**src/rtl/gpio_pkg.sv**
```systemverilog
// Shared register map and interrupt-mode encodings for the banked GPIO block.
package gpio_pkg;

  localparam logic [2:0] REG_DIR      = 3'd0;
  localparam logic [2:0] REG_OUT      = 3'd1;
  localparam logic [2:0] REG_IN       = 3'd2;
  localparam logic [2:0] REG_IE       = 3'd3;
  localparam logic [2:0] REG_IP       = 3'd4;
  localparam logic [2:0] REG_IMODE_LO = 3'd5;
  localparam logic [2:0] REG_IMODE_HI = 3'd6;
  localparam logic [2:0] REG_DEBEN    = 3'd7;

  // Per-pin mode is {IMODE_HI[n], IMODE_LO[n]}.
  typedef enum logic [1:0] {
    IMODE_RISE  = 2'b00,
    IMODE_FALL  = 2'b01,
    IMODE_BOTH  = 2'b10,
    IMODE_LEVEL = 2'b11
  } imode_e;

  function automatic logic pin_event(imode_e mode, logic cur, logic prev);
    case (mode)
      IMODE_RISE:  return cur & ~prev;
      IMODE_FALL:  return ~cur & prev;
      IMODE_BOTH:  return cur ^ prev;
      IMODE_LEVEL: return cur;
      default:     return 1'b0;
    endcase
  endfunction

endpackage

```
**src/rtl/gpio_bank.sv**
```systemverilog
// One 8-pin GPIO bank: CSRs, input synchroniser, edge/level interrupt capture.
// Optional per-pin debounce filter is built only when GPIO_DEBOUNCE_EN is defined.
module gpio_bank
  import gpio_pkg::*;
#(
  parameter int DEBOUNCE_DIV = 256
) (
  input  logic       clk,
  input  logic       rst,
  input  logic       we,
  input  logic [2:0] reg_a,
  input  logic [7:0] di,
  input  logic [7:0] pin_in,
  output logic [7:0] rdata,
  output logic [7:0] out,
  output logic [7:0] oe,
  output logic       irq
);

  if (DEBOUNCE_DIV < 2 || DEBOUNCE_DIV > 65536) begin : g_bad_div
    $error("gpio_bank: DEBOUNCE_DIV out of range");
  end

  logic [7:0] dir_q, out_q, ie_q, ip_q, imode_lo_q, imode_hi_q;
  logic [7:0] sync1_q, sync2_q, prev_q;
  logic [7:0] filt, deben_rd, ip_set, ip_clr;

  always_comb begin
    for (int n = 0; n < 8; n++) begin
      ip_set[n] = pin_event(imode_e'({imode_hi_q[n], imode_lo_q[n]}), filt[n], prev_q[n]);
    end
  end

  assign ip_clr = (we && reg_a == REG_IP) ? di : 8'h00;

  // NOTE: sequential state uses non-blocking assignments so every flop samples pre-edge values.
  always_ff @(posedge clk or posedge rst) begin
    if (rst) begin
      dir_q      <= '0;
      out_q      <= '0;
      ie_q       <= '0;
      ip_q       <= '0;
      imode_lo_q <= '0;
      imode_hi_q <= '0;
      sync1_q    <= '0;
      sync2_q    <= '0;
      prev_q     <= '0;
    end else begin
      sync1_q <= pin_in;
      sync2_q <= sync1_q;
      prev_q  <= filt;
      // Set wins over a coincident write-1-to-clear.
      ip_q    <= (ip_q & ~ip_clr) | ip_set;
      if (we) begin
        case (reg_a)
          REG_DIR:      dir_q      <= di;
          REG_OUT:      out_q      <= di;
          REG_IE:       ie_q       <= di;
          REG_IMODE_LO: imode_lo_q <= di;
          REG_IMODE_HI: imode_hi_q <= di;
          default:      ;
        endcase
      end
    end
  end

`ifdef GPIO_DEBOUNCE_EN
  localparam int CW = $clog2(DEBOUNCE_DIV);

  logic [CW-1:0] pre_cnt_q;
  logic [7:0]    deben_q, samp0_q, samp1_q, db_q, agree;
  logic          strobe;

  assign strobe = (pre_cnt_q == CW'(DEBOUNCE_DIV - 1));
  // A pin is accepted once the current sample matches the previous two.
  assign agree  = ~(samp0_q ^ sync2_q) & ~(samp1_q ^ sync2_q);

  always_ff @(posedge clk or posedge rst) begin
    if (rst) begin
      pre_cnt_q <= '0;
      deben_q   <= '0;
      samp0_q   <= '0;
      samp1_q   <= '0;
      db_q      <= '0;
    end else begin
      pre_cnt_q <= strobe ? '0 : pre_cnt_q + 1'b1;
      if (strobe) begin
        samp0_q <= sync2_q;
        samp1_q <= samp0_q;
        db_q    <= (agree & sync2_q) | (~agree & db_q);
      end
      if (we && reg_a == REG_DEBEN) deben_q <= di;
    end
  end

  assign filt     = (deben_q & db_q) | (~deben_q & sync2_q);
  assign deben_rd = deben_q;
`else
  assign filt     = sync2_q;
  assign deben_rd = 8'h00;
`endif

  // NOTE: rdata gets a default before the case so no path can infer a latch.
  always_comb begin
    rdata = 8'h00;
    case (reg_a)
      REG_DIR:      rdata = dir_q;
      REG_OUT:      rdata = out_q;
      REG_IN:       rdata = filt;
      REG_IE:       rdata = ie_q;
      REG_IP:       rdata = ip_q;
      REG_IMODE_LO: rdata = imode_lo_q;
      REG_IMODE_HI: rdata = imode_hi_q;
      REG_DEBEN:    rdata = deben_rd;
      default:      rdata = 8'h00;
    endcase
  end

  assign out = out_q;
  assign oe  = dir_q;
  assign irq = |(ip_q & ie_q);

endmodule

```
**src/rtl/gpio_banked.sv**
```systemverilog
// Banked GPIO top: decodes the CSR bank field, muxes read data, ORs bank interrupts.
// Debounce filters are included when GPIO_DEBOUNCE_EN is defined.
module gpio_banked
  import gpio_pkg::*;
#(
  parameter int NUM_BANKS    = 1,
  parameter int DEBOUNCE_DIV = 256
) (
  input  logic                   clk,
  input  logic                   rst,
  input  logic [4:0]             csr_a,
  input  logic [7:0]             csr_di,
  input  logic                   csr_we,
  output logic [7:0]             csr_do,
  input  logic [8*NUM_BANKS-1:0] in,
  output logic [8*NUM_BANKS-1:0] out,
  output logic [8*NUM_BANKS-1:0] oe,
  output logic                   irq
);

  if (NUM_BANKS < 1 || NUM_BANKS > 4) begin : g_bad_banks
    $error("gpio_banked: NUM_BANKS out of range");
  end

  logic [1:0]           bank_sel;
  logic [7:0]           bank_rd [NUM_BANKS];
  logic [NUM_BANKS-1:0] bank_irq;

  assign bank_sel = csr_a[4:3];

  for (genvar b = 0; b < NUM_BANKS; b++) begin : g_bank
    gpio_bank #(.DEBOUNCE_DIV(DEBOUNCE_DIV)) u_bank (
      .clk    (clk),
      .rst    (rst),
      .we     (csr_we && bank_sel == 2'(b)),
      .reg_a  (csr_a[2:0]),
      .di     (csr_di),
      .pin_in (in[8*b +: 8]),
      .rdata  (bank_rd[b]),
      .out    (out[8*b +: 8]),
      .oe     (oe[8*b +: 8]),
      .irq    (bank_irq[b])
    );
  end

  // Unpopulated banks fall through to zero.
  always_comb begin
    csr_do = 8'h00;
    for (int b = 0; b < NUM_BANKS; b++) begin
      if (bank_sel == 2'(b)) csr_do = bank_rd[b];
    end
  end

  assign irq = |bank_irq;

endmodule

```
**config.mk**
```make
export PLATFORM = sky130hd
export DESIGN_NAME = gpio_banked
export DESIGN_NICKNAME = d
export VERILOG_FILES = /design/src/rtl/gpio_pkg.sv /design/src/rtl/gpio_bank.sv /design/src/rtl/gpio_banked.sv
export SDC_FILE = /design/constraint.sdc
export NUM_CORES = 1
export LEC_CHECK = 0
export CORE_ASPECT_RATIO = 1.75
export CORE_UTILIZATION = 54
export DETAILED_ROUTE_END_ITERATION = 8
export HOLD_SLACK_MARGIN = 0.08
export PLACE_DENSITY = 0.79
export SETUP_SLACK_MARGIN = 0.4
export SYNTH_ARGS = -nofsm -noshare
export SYNTH_HDL_FRONTEND = slang
export SYNTH_SLANG_ARGS = --single-unit
```
**constraint.sdc**
```tcl
create_clock -name clk -period 2.7 [get_ports clk]
set_input_delay 0.54 -clock clk [delete_from_list [all_inputs] [get_ports clk]]
set_output_delay 0.54 -clock clk [all_outputs]
set_load 0.02 [all_outputs]
```
# Word-level counts from Yosys, hierarchy flattened
# Cells that the tools add are included.
# W data, S select, Z words.
dict set report word_totals {
  in_bits 24
  register_bits 72
  output_inout_bits 25
  word_cells 113
}
dict set report classes {
  n_eq_ne 31
  reduce_logical 18
  muxes 11
  bitwise 44
}
# cell n
set ops {}
lappend ops {{$pmux W8 S8} 1}
lappend ops {{$eq A2 B2 Y1 const B} 16}
lappend ops {{$pmux W1 S4} 8}
lappend ops {{$logic_not A2 Y1} 9}
lappend ops {{$and A1 B1 Y1} 16}
lappend ops {{$and A8 B8 Y8} 2}
lappend ops {{$eq A2 B1 Y1 const B} 8}
lappend ops {{$mux W8} 2}
lappend ops {{$not A1 Y1} 16}
lappend ops {{$eq A3 B3 Y1 const B} 4}
lappend ops {{$reduce_and A2 Y1} 5}
lappend ops {{$not A8 Y8} 1}
lappend ops {{$or A8 B8 Y8} 1}
lappend ops {{$reduce_or A8 Y1} 1}
lappend ops {{$xor A1 B1 Y1} 8}
lappend ops {{$eq A3 B2 Y1 const B} 2}
lappend ops {{$eq A3 B1 Y1 const B} 1}
lappend ops {{$logic_not A3 Y1} 1}
lappend ops {{$logic_and A1 B1 Y1} 2}

# Longest topological paths before layout
# Gate-level depths: netlist of the first run.
dict set report logic_depth {
  word_depth 7
  depth_mapped 6
  mapped_depth_nobuf 5
}

# Hierarchy
# A second synthesis of the first run with hierarchy kept.
dict set report hier_totals {
  cells_unflattened 268
  hier_area_um2 3621.0
}
# module area_per_inst_um2 n_inst seq_area_each_um2 cells_each
set by_module_without_submodules {}
lappend by_module_without_submodules {gpio_bank 3485.8 1 1801.7 257}
lappend by_module_without_submodules {gpio_banked 135.1 1 0.0 11}

# Worst setup path after synthesis of the first run
# Ideal clock, no wire load.
dict set report synth_timing {
  kind {input to output}
  from {in csr_a[1]}
  to {out csr_do[5]}
  arrival_time_ns 1.555
  stages 6
  required_time_ns 2.160
  path_buffers 2
  slack_ns 0.605
  cell_sequence {buf_4 -> buf_4 -> mux2i_1 -> a221oi_1 -> a21oi_1 -> nor2_1}
}
dict set report synth_via {
  elab_chain_cells 3
  elab_cells_between_ends 10
  cone_classes {7 x eq/ne; 2 x mux; 1 x reduce/logical}
}
# item line_no
set synth_lines {}
lappend synth_lines {{from (decl)} gpio_banked.sv:11} ;# input logic [4:0] csr_a,
lappend synth_lines {{$eq A3 B3 Y1 (tied with other cells)} gpio_bank.sv:106} ;# case (reg_a)
lappend synth_lines {{$pmux W8 S8 *} gpio_bank.sv:106}
lappend synth_lines {{$mux W8 *} gpio_banked.sv:50} ;# if (bank_sel == 2'(b)) csr_do = bank_rd[b];
lappend synth_lines {{to (decl)} gpio_banked.sv:14} ;# output logic [7:0] csr_do,
# Mark *: on every way between the ends. The rest lies on a longest branch, timed or not.

# Final worst setup path of the first run
dict set report layout_timing {
  from {in csr_a[1]}
  to {out csr_do[4]}
}
# Same word-level chain as after synthesis.

==> flow_metrics.env, run 1 <==
export IMPL_synthToLayoutAreaGrowth_pct=29.3
export IMPL_synth_area_leaders="dfrtp_1 (52%), mux2_2 (13%), ha_1 (5.7%)"
export IMPL_period_share_pct=84.4
export IMPL_fin_ws_ns=0.420
export IMPL_die_y_um=108
export IMPL_cts_buffer_depth=2
export IMPL_synth_seq_area_share_pct=51.7
export IMPL_cts_tree="yes"
export IMPL_drt_iter0_markers=168
export IMPL_max_slew_margin_pct=63.0
export IMPL_setup_viol=0
export IMPL_worst_pin_slew_ns=0.553
export IMPL_hold_path_class="reg2reg"
export IMPL_grt_pass1_vias=2647
export IMPL_core_area_um2=6230
export IMPL_switching_share_pct=26.9
export IMPL_fmax_ghz=0.439
export IMPL_layout_cells_most_common="dfrtp_1"
export IMPL_whs_ns=0.349
export IMPL_hpwlAfterDp_mm=5.72
export IMPL_diodes=0
export IMPL_io_buffer_count=48
export IMPL_p_sw_mw=0.768
export IMPL_gp_congestion=0.841
export IMPL_grtUsageTotal_pct=27.1
export IMPL_ys_types=38
export IMPL_cell_internal_pwr_mw=2.09
export IMPL_fin_cells=434
export IMPL_crit_arrival_ns=1.74
export IMPL_hold_viol=0
export IMPL_end_kind="output port"
export IMPL_grt_start_max_net_pins=50
export IMPL_wl_mm=8.15
export IMPL_cts_root_buf="clkbuf_8"
export IMPL_drc_errors=0
export IMPL_start_util_pct=55.9
export IMPL_htreeDepth=3
export IMPL_p_per_area_nw_per_um2=634
export IMPL_critPathLaunchType="input pin"
export IMPL_syn_nets=308
export IMPL_wl_per_cell_um=18.8
export IMPL_p_leak_nw=2.09
export IMPL_ys_ff_latch=72
export IMPL_num_io_pins=49
export IMPL_layout_drive_gt1_share_pct=36.4
export IMPL_rsz0062_at_grt="true"
export IMPL_status="complete, no violations"
export IMPL_power_frac_seq_pct=47.0
export IMPL_worstSetupPathType="in2out"
export IMPL_rows=38
export IMPL_numCtsBuffers=9
export IMPL_yosysTopAreaCellShare_pct=51.7
export IMPL_die_x_um=62.7
export IMPL_fin_util_pct=72.3
export IMPL_dp_worst_setup_slack_ns=-0.442
export IMPL_fin_total_pwr_mw=2.85
export IMPL_ant_nets=0
export IMPL_path_max_fanout=7
export IMPL_grt_ovfl_total=0
export IMPL_clk_pin_slew_ns=0.06
export IMPL_clock_skew_ns=0.00770
export IMPL_ys_warnings_count=0
export IMPL_pwr_share_comb_pct=21.2
export IMPL_synth_area_um2=3480
export IMPL_synth_edff_count=0
export IMPL_die_area_um2=6790
export IMPL_synthCells=268
export IMPL_async_flop_share_pct=100
export IMPL_drv_cap=0
export IMPL_drt_pass1_iter_count=4
export IMPL_layout_common_cells="dfrtp_1 (72), mux2_2 (41), clkdlybuf4s50_1 (36)"
export IMPL_dp_cells=413
export IMPL_grt_pass1_wl_mm=13.3
export IMPL_clock_latency_ns=0.35
export IMPL_vias_per_cell=5.77
export IMPL_antenna_found_initial=0
export IMPL_period_minus_slack_ns=2.28
export IMPL_cts_sinks=72
export IMPL_yosysTopAreaCell="dfrtp_1"
export IMPL_synth_ff_type="dfrtp_1"
export IMPL_ir_worst_vdd_uv=435
export IMPL_vias=2504
export IMPL_synth_area_per_cell_um2=13.0
export IMPL_drv_slew=0
export IMPL_p_clk_share_pct=31.9
export IMPL_cp_required_ns=2.16
export IMPL_finalNetCount=389
[power groups by stage]
| stage | clock network, mW | registers, mW | logic, mW |
|---|---|---|---|
| global placement | 0 | 1.35 | 0.574 |
| global route | 0.974 | 1.36 | 0.648 |
| finish | 0.909 | 1.34 | 0.605 |
| floorplan | 0 | 1.38 | 0.300 |
| detailed placement | 0 | 1.36 | 0.593 |
| CTS | 0.926 | 1.34 | 0.600 |
[state kept, by name (all words and copies together) (netlist names)]
name / cells
g_bank.u_bank.filt: 8
g_bank.u_bank.ie_q: 8
g_bank.u_bank.imode_hi_q: 8
g_bank.u_bank.imode_lo_q: 8
g_bank.u_bank.ip_q: 8
g_bank.u_bank.oe: 8
g_bank.u_bank.out: 8
g_bank.u_bank.prev_q: 8
g_bank.u_bank.sync1_q: 8
[synth_stat cells, drive strengths merged, types with 2 or more instances]
cell	instances
a21oi	8
a22o	2
a221oi	3
a22oi	9
nand4	4
dfrtp	72
o211ai	2
mux2i	6
a21o	8
o2111a	2
a31oi	2
clkbuf	4
nor2	5
mux4	8
o21bai	2
buf	8
a32oi	3
ha	16
o221a	2
mux2	41
nor2b	6
o2bb2ai	3
inv	26
o21ai	4
nand2b	2
nand2	13
[timing repair]
action	4_1_cts	5_1_grt
hold buffers	0	0
cloned	0	0
endpoints found under the setup margin	9	7
buffers inserted	3	2
resized for setup	57	11
pin swaps	3	1
[metrics by stage]
| step | cell area [µm²] | TNS [ns] |
|---|---|---|
| 2_1_floorplan | 3490 | 0 |
| 3_3_place_gp | 4230 | -2.75 |
| 3_5_place_dp | 4230 | -3.04 |
| 4_1_cts | 4470 | 0 |
| 5_1_grt | 4500 | 0 |
| 6_report | 4500 | 0 |
[routing by layer]
| layer | global-route usage (%) | routed length (µm) | vias up |
|---|---|---|---|
| li1 | - | - | 1128 |
| met1 | 31.3 | 3240 | 1278 |
| met2 | 45.6 | 4290 | 76 |
| met3 | 5.80 | 333 | 22 |
| met4 | 16.9 | 284 | 0 |
| met5 | 0 | 0 | - |
[layout make-up]
class                   count  area [µm²]
clock inverters             2        35.0
clock buffers              14         183
flip-flops and latches     72        1800
inverters                  26         101
repair buffers             82         716
well taps                  80         100
multi-input cells         158        1570
fillers                   435        1730
[worst max-delay path, stage by stage]
cell	delay, ns
buf_2	0.15
nor2b_2	0.17
buf_4	0.16
a22oi_2	0.20
o2bb2ai_1	0.10
o221a_2	0.25
buf_2	0.16
[logic make-up (layout without fill, tap and decap cells)]
group,count (synthesis),count (layout),share of synthesized area (%)
DFF,72,72,51.7
and+or+nand+nor,36,36,6.65
muxes,55,55,20.2
adders and majority gates,16,16,5.75
AOI/OAI and AO/OA,51,51,10.9
buffers and inverters,38,124,4.81
[path summary, 6_finish.rpt]
kind / start / endpoint / slack, ns / depth (start not counted)
max reg2reg: g_bank[0].u_bank.filt[4]$_DFF_PP0_ / g_bank[0].u_bank.ip_q[4]$_DFF_PP0_ / 1.13 / 5
min reg2reg: g_bank[0].u_bank.sync1_q[2]$_DFF_PP0_ / g_bank[0].u_bank.filt[2]$_DFF_PP0_ / 0.35 / 0
max: csr_a[1] / csr_do[4] / 0.42 / 7
min in group asynchronous: rst / g_bank[0].u_bank.ip_q[6]$_DFF_PP0_ / 0.58 / 2
min: g_bank[0].u_bank.sync1_q[2]$_DFF_PP0_ / g_bank[0].u_bank.filt[2]$_DFF_PP0_ / 0.35 / 0
max in group asynchronous: rst / g_bank[0].u_bank.prev_q[7]$_DFF_PP0_ / 1.51 / 3
Power figures use the tool's default switching activity.
==> run 2: changes to the inputs <==
==> constraint.sdc (replaced) <==
create_clock -name clk -period 2.4 [get_ports clk]
set_input_delay 0.48 -clock clk [delete_from_list [all_inputs] [get_ports clk]]
set_output_delay 0.48 -clock clk [all_outputs]
set_load 0.02 [all_outputs]
==> flow_metrics.env, run 2 (same netlist as run 1, synthesis figures left out) <==
export IMPL_antenna_found_initial=0
export IMPL_diodes=0
export IMPL_die_y_um=108
export IMPL_end_kind="output port"
export IMPL_hold_path_class="reg2reg"
export IMPL_cts_sinks=72
export IMPL_dp_cells=418
export IMPL_cell_internal_pwr_mw=2.24
export IMPL_clock_latency_ns=0.36
export IMPL_cts_tree="yes"
export IMPL_nFillCells=392
export IMPL_hold_viol=0
export IMPL_worstSetupPathType="in2out"
export IMPL_layout_cells_most_common="dfrtp_1"
export IMPL_num_io_pins=49
export IMPL_path_max_fanout=6
export IMPL_layout_area_seq_um2=1800
export IMPL_clk_pin_slew_ns=0.07
export IMPL_p_sw_mw=0.870
export IMPL_cts_buffer_depth=2
export IMPL_hpwlAfterDp_mm=5.72
export IMPL_multiInputGateArea_um2=1660
export IMPL_pwr_share_comb_pct=23.8
export IMPL_drc_errors=0
export IMPL_worst_pin_slew_ns=0.381
export IMPL_rsz0062_at_grt="true"
export IMPL_placed_area_um2=4270
export IMPL_fin_util_pct=76.3
export IMPL_ant_nets=0
export IMPL_finalInstanceArea_um2=4750
export IMPL_period_share_pct=84.5
export IMPL_drt_pass1_iter_count=4
export IMPL_critPathLaunchType="input pin"
export IMPL_layout_drive_gt1_share_pct=41.8
export IMPL_drt_iter0_markers=139
export IMPL_fin_cells=444
export IMPL_rows=38
export IMPL_gp_congestion=0.850
export IMPL_p_clk_share_pct=27.6
export IMPL_drv_slew=0
export IMPL_whs_ns=0.350
export IMPL_fmax_ghz=0.493
export IMPL_layout_common_cells="dfrtp_1 (72), mux2_2 (41), buf_4 (35)"
export IMPL_core_area_um2=6230
export IMPL_vias=2588
export IMPL_p_per_area_nw_per_um2=656
export IMPL_grt_pass1_vias=2677
export IMPL_fin_total_pwr_mw=3.11
export IMPL_wl_mm=8.38
export IMPL_grt_ovfl_total=0
export IMPL_crit_arrival_ns=1.55
export IMPL_setup_viol=0
export IMPL_cp_required_ns=1.92
export IMPL_vias_per_cell=5.83
export IMPL_max_slew_margin_pct=74.6
export IMPL_die_x_um=62.7
export IMPL_grt_start_max_net_pins=73
export IMPL_cts_root_buf="clkbuf_8"
export IMPL_period_minus_slack_ns=2.03
export IMPL_clock_skew_ns=0.00833
export IMPL_power_frac_seq_pct=48.6
export IMPL_io_buffer_count=48
export IMPL_start_util_pct=55.9
export IMPL_drv_cap=0
export IMPL_die_area_um2=6790
export IMPL_p_leak_nw=2.18
export IMPL_numCtsBuffers=9
export IMPL_wl_per_cell_um=18.9
export IMPL_dp_worst_setup_slack_ns=-0.611
export IMPL_finalNetCount=401
export IMPL_status="complete, no violations"
export IMPL_htreeDepth=3
export IMPL_synthToLayoutAreaGrowth_pct=36.4
export IMPL_tns_ns=0
export IMPL_grtUsageTotal_pct=26.5
export IMPL_switching_share_pct=27.9
export IMPL_grt_pass1_wl_mm=13.1
export IMPL_fin_ws_ns=0.371
export IMPL_ir_worst_vdd_uv=513
## run 2: changes by cell type in the layout (fill, tap and decap cells not counted), moves of 4 or more
cell / previous run / this run
a21oi_1: 8 / 4
a22oi_1: 7 / 3
a22oi_2: 2 / 6
buf_6: 3 / 16
buf_2: 6 / 1
a21oi_2: 0 / 4
## run 2: worst max-delay path, stage by stage
cell and delay, ns:
buf_12 0.11, or3_4 0.41, buf_6 0.14, o2111a_1 0.26, buf_6 0.14
## run 2: final cells by class
| type | count | area share, % |
|---|---|---|
| Sequential cell | 72 | 37.9 |
| Tap cell | 80 | 2.11 |
| Clock buffer | 14 | 3.64 |
| Multi-Input combinational cell | 158 | 35.0 |
| Inverter | 26 | 2.13 |
| Timing Repair Buffer | 94 | 19.2 |
## run 2: final timing paths
path | start | endpoint | slack [ns] | depth (start not counted)
min reg2reg | g_bank[0].u_bank.sync1_q[1]$_DFF_PP0_ | g_bank[0].u_bank.filt[1]$_DFF_PP0_ | 0.35 | 0
min in group asynchronous | rst | g_bank[0].u_bank.filt[6]$_DFF_PP0_ | 0.57 | 3
max reg2reg | g_bank[0].u_bank.filt[4]$_DFF_PP0_ | g_bank[0].u_bank.ip_q[4]$_DFF_PP0_ | 0.84 | 5
min | g_bank[0].u_bank.sync1_q[1]$_DFF_PP0_ | g_bank[0].u_bank.filt[1]$_DFF_PP0_ | 0.35 | 0
max in group asynchronous | rst | g_bank[0].u_bank.ie_q[3]$_DFFE_PP0P_ | 1.52 | 3
max | csr_a[0] | csr_do[6] | 0.37 | 5
## run 2: power groups by stage
stage / logic [mW] / clock network [mW] / registers (mW)
CTS: 0.697 / 0.882 / 1.51
floorplan: 0.338 / 0 / 1.55
global route: 0.789 / 0.930 / 1.54
finish: 0.740 / 0.859 / 1.51
detailed placement: 0.668 / 0 / 1.53
global placement: 0.648 / 0 / 1.52
## run 2: per-layer routing
| layer | vias to the layer above | routed length, µm | global-route usage (%) |
|---|---|---|---|
| met5 | - | 0 | 0 |
| li1 | 1151 | - | - |
| met3 | 33 | 381 | 5.91 |
| met2 | 85 | 4460 | 45.2 |
| met1 | 1319 | 3190 | 29.6 |
| met4 | 0 | 350 | 17.1 |
## run 2: repair_timing
action | CTS | global route
gates resized for setup | 86 | 31
buffers inserted | 6 | 6
pin swaps | 6 | 11
setup endpoints to repair | 33 | 9
hold endpoints to repair | 0 | 0
hold buffers | 0 | 0
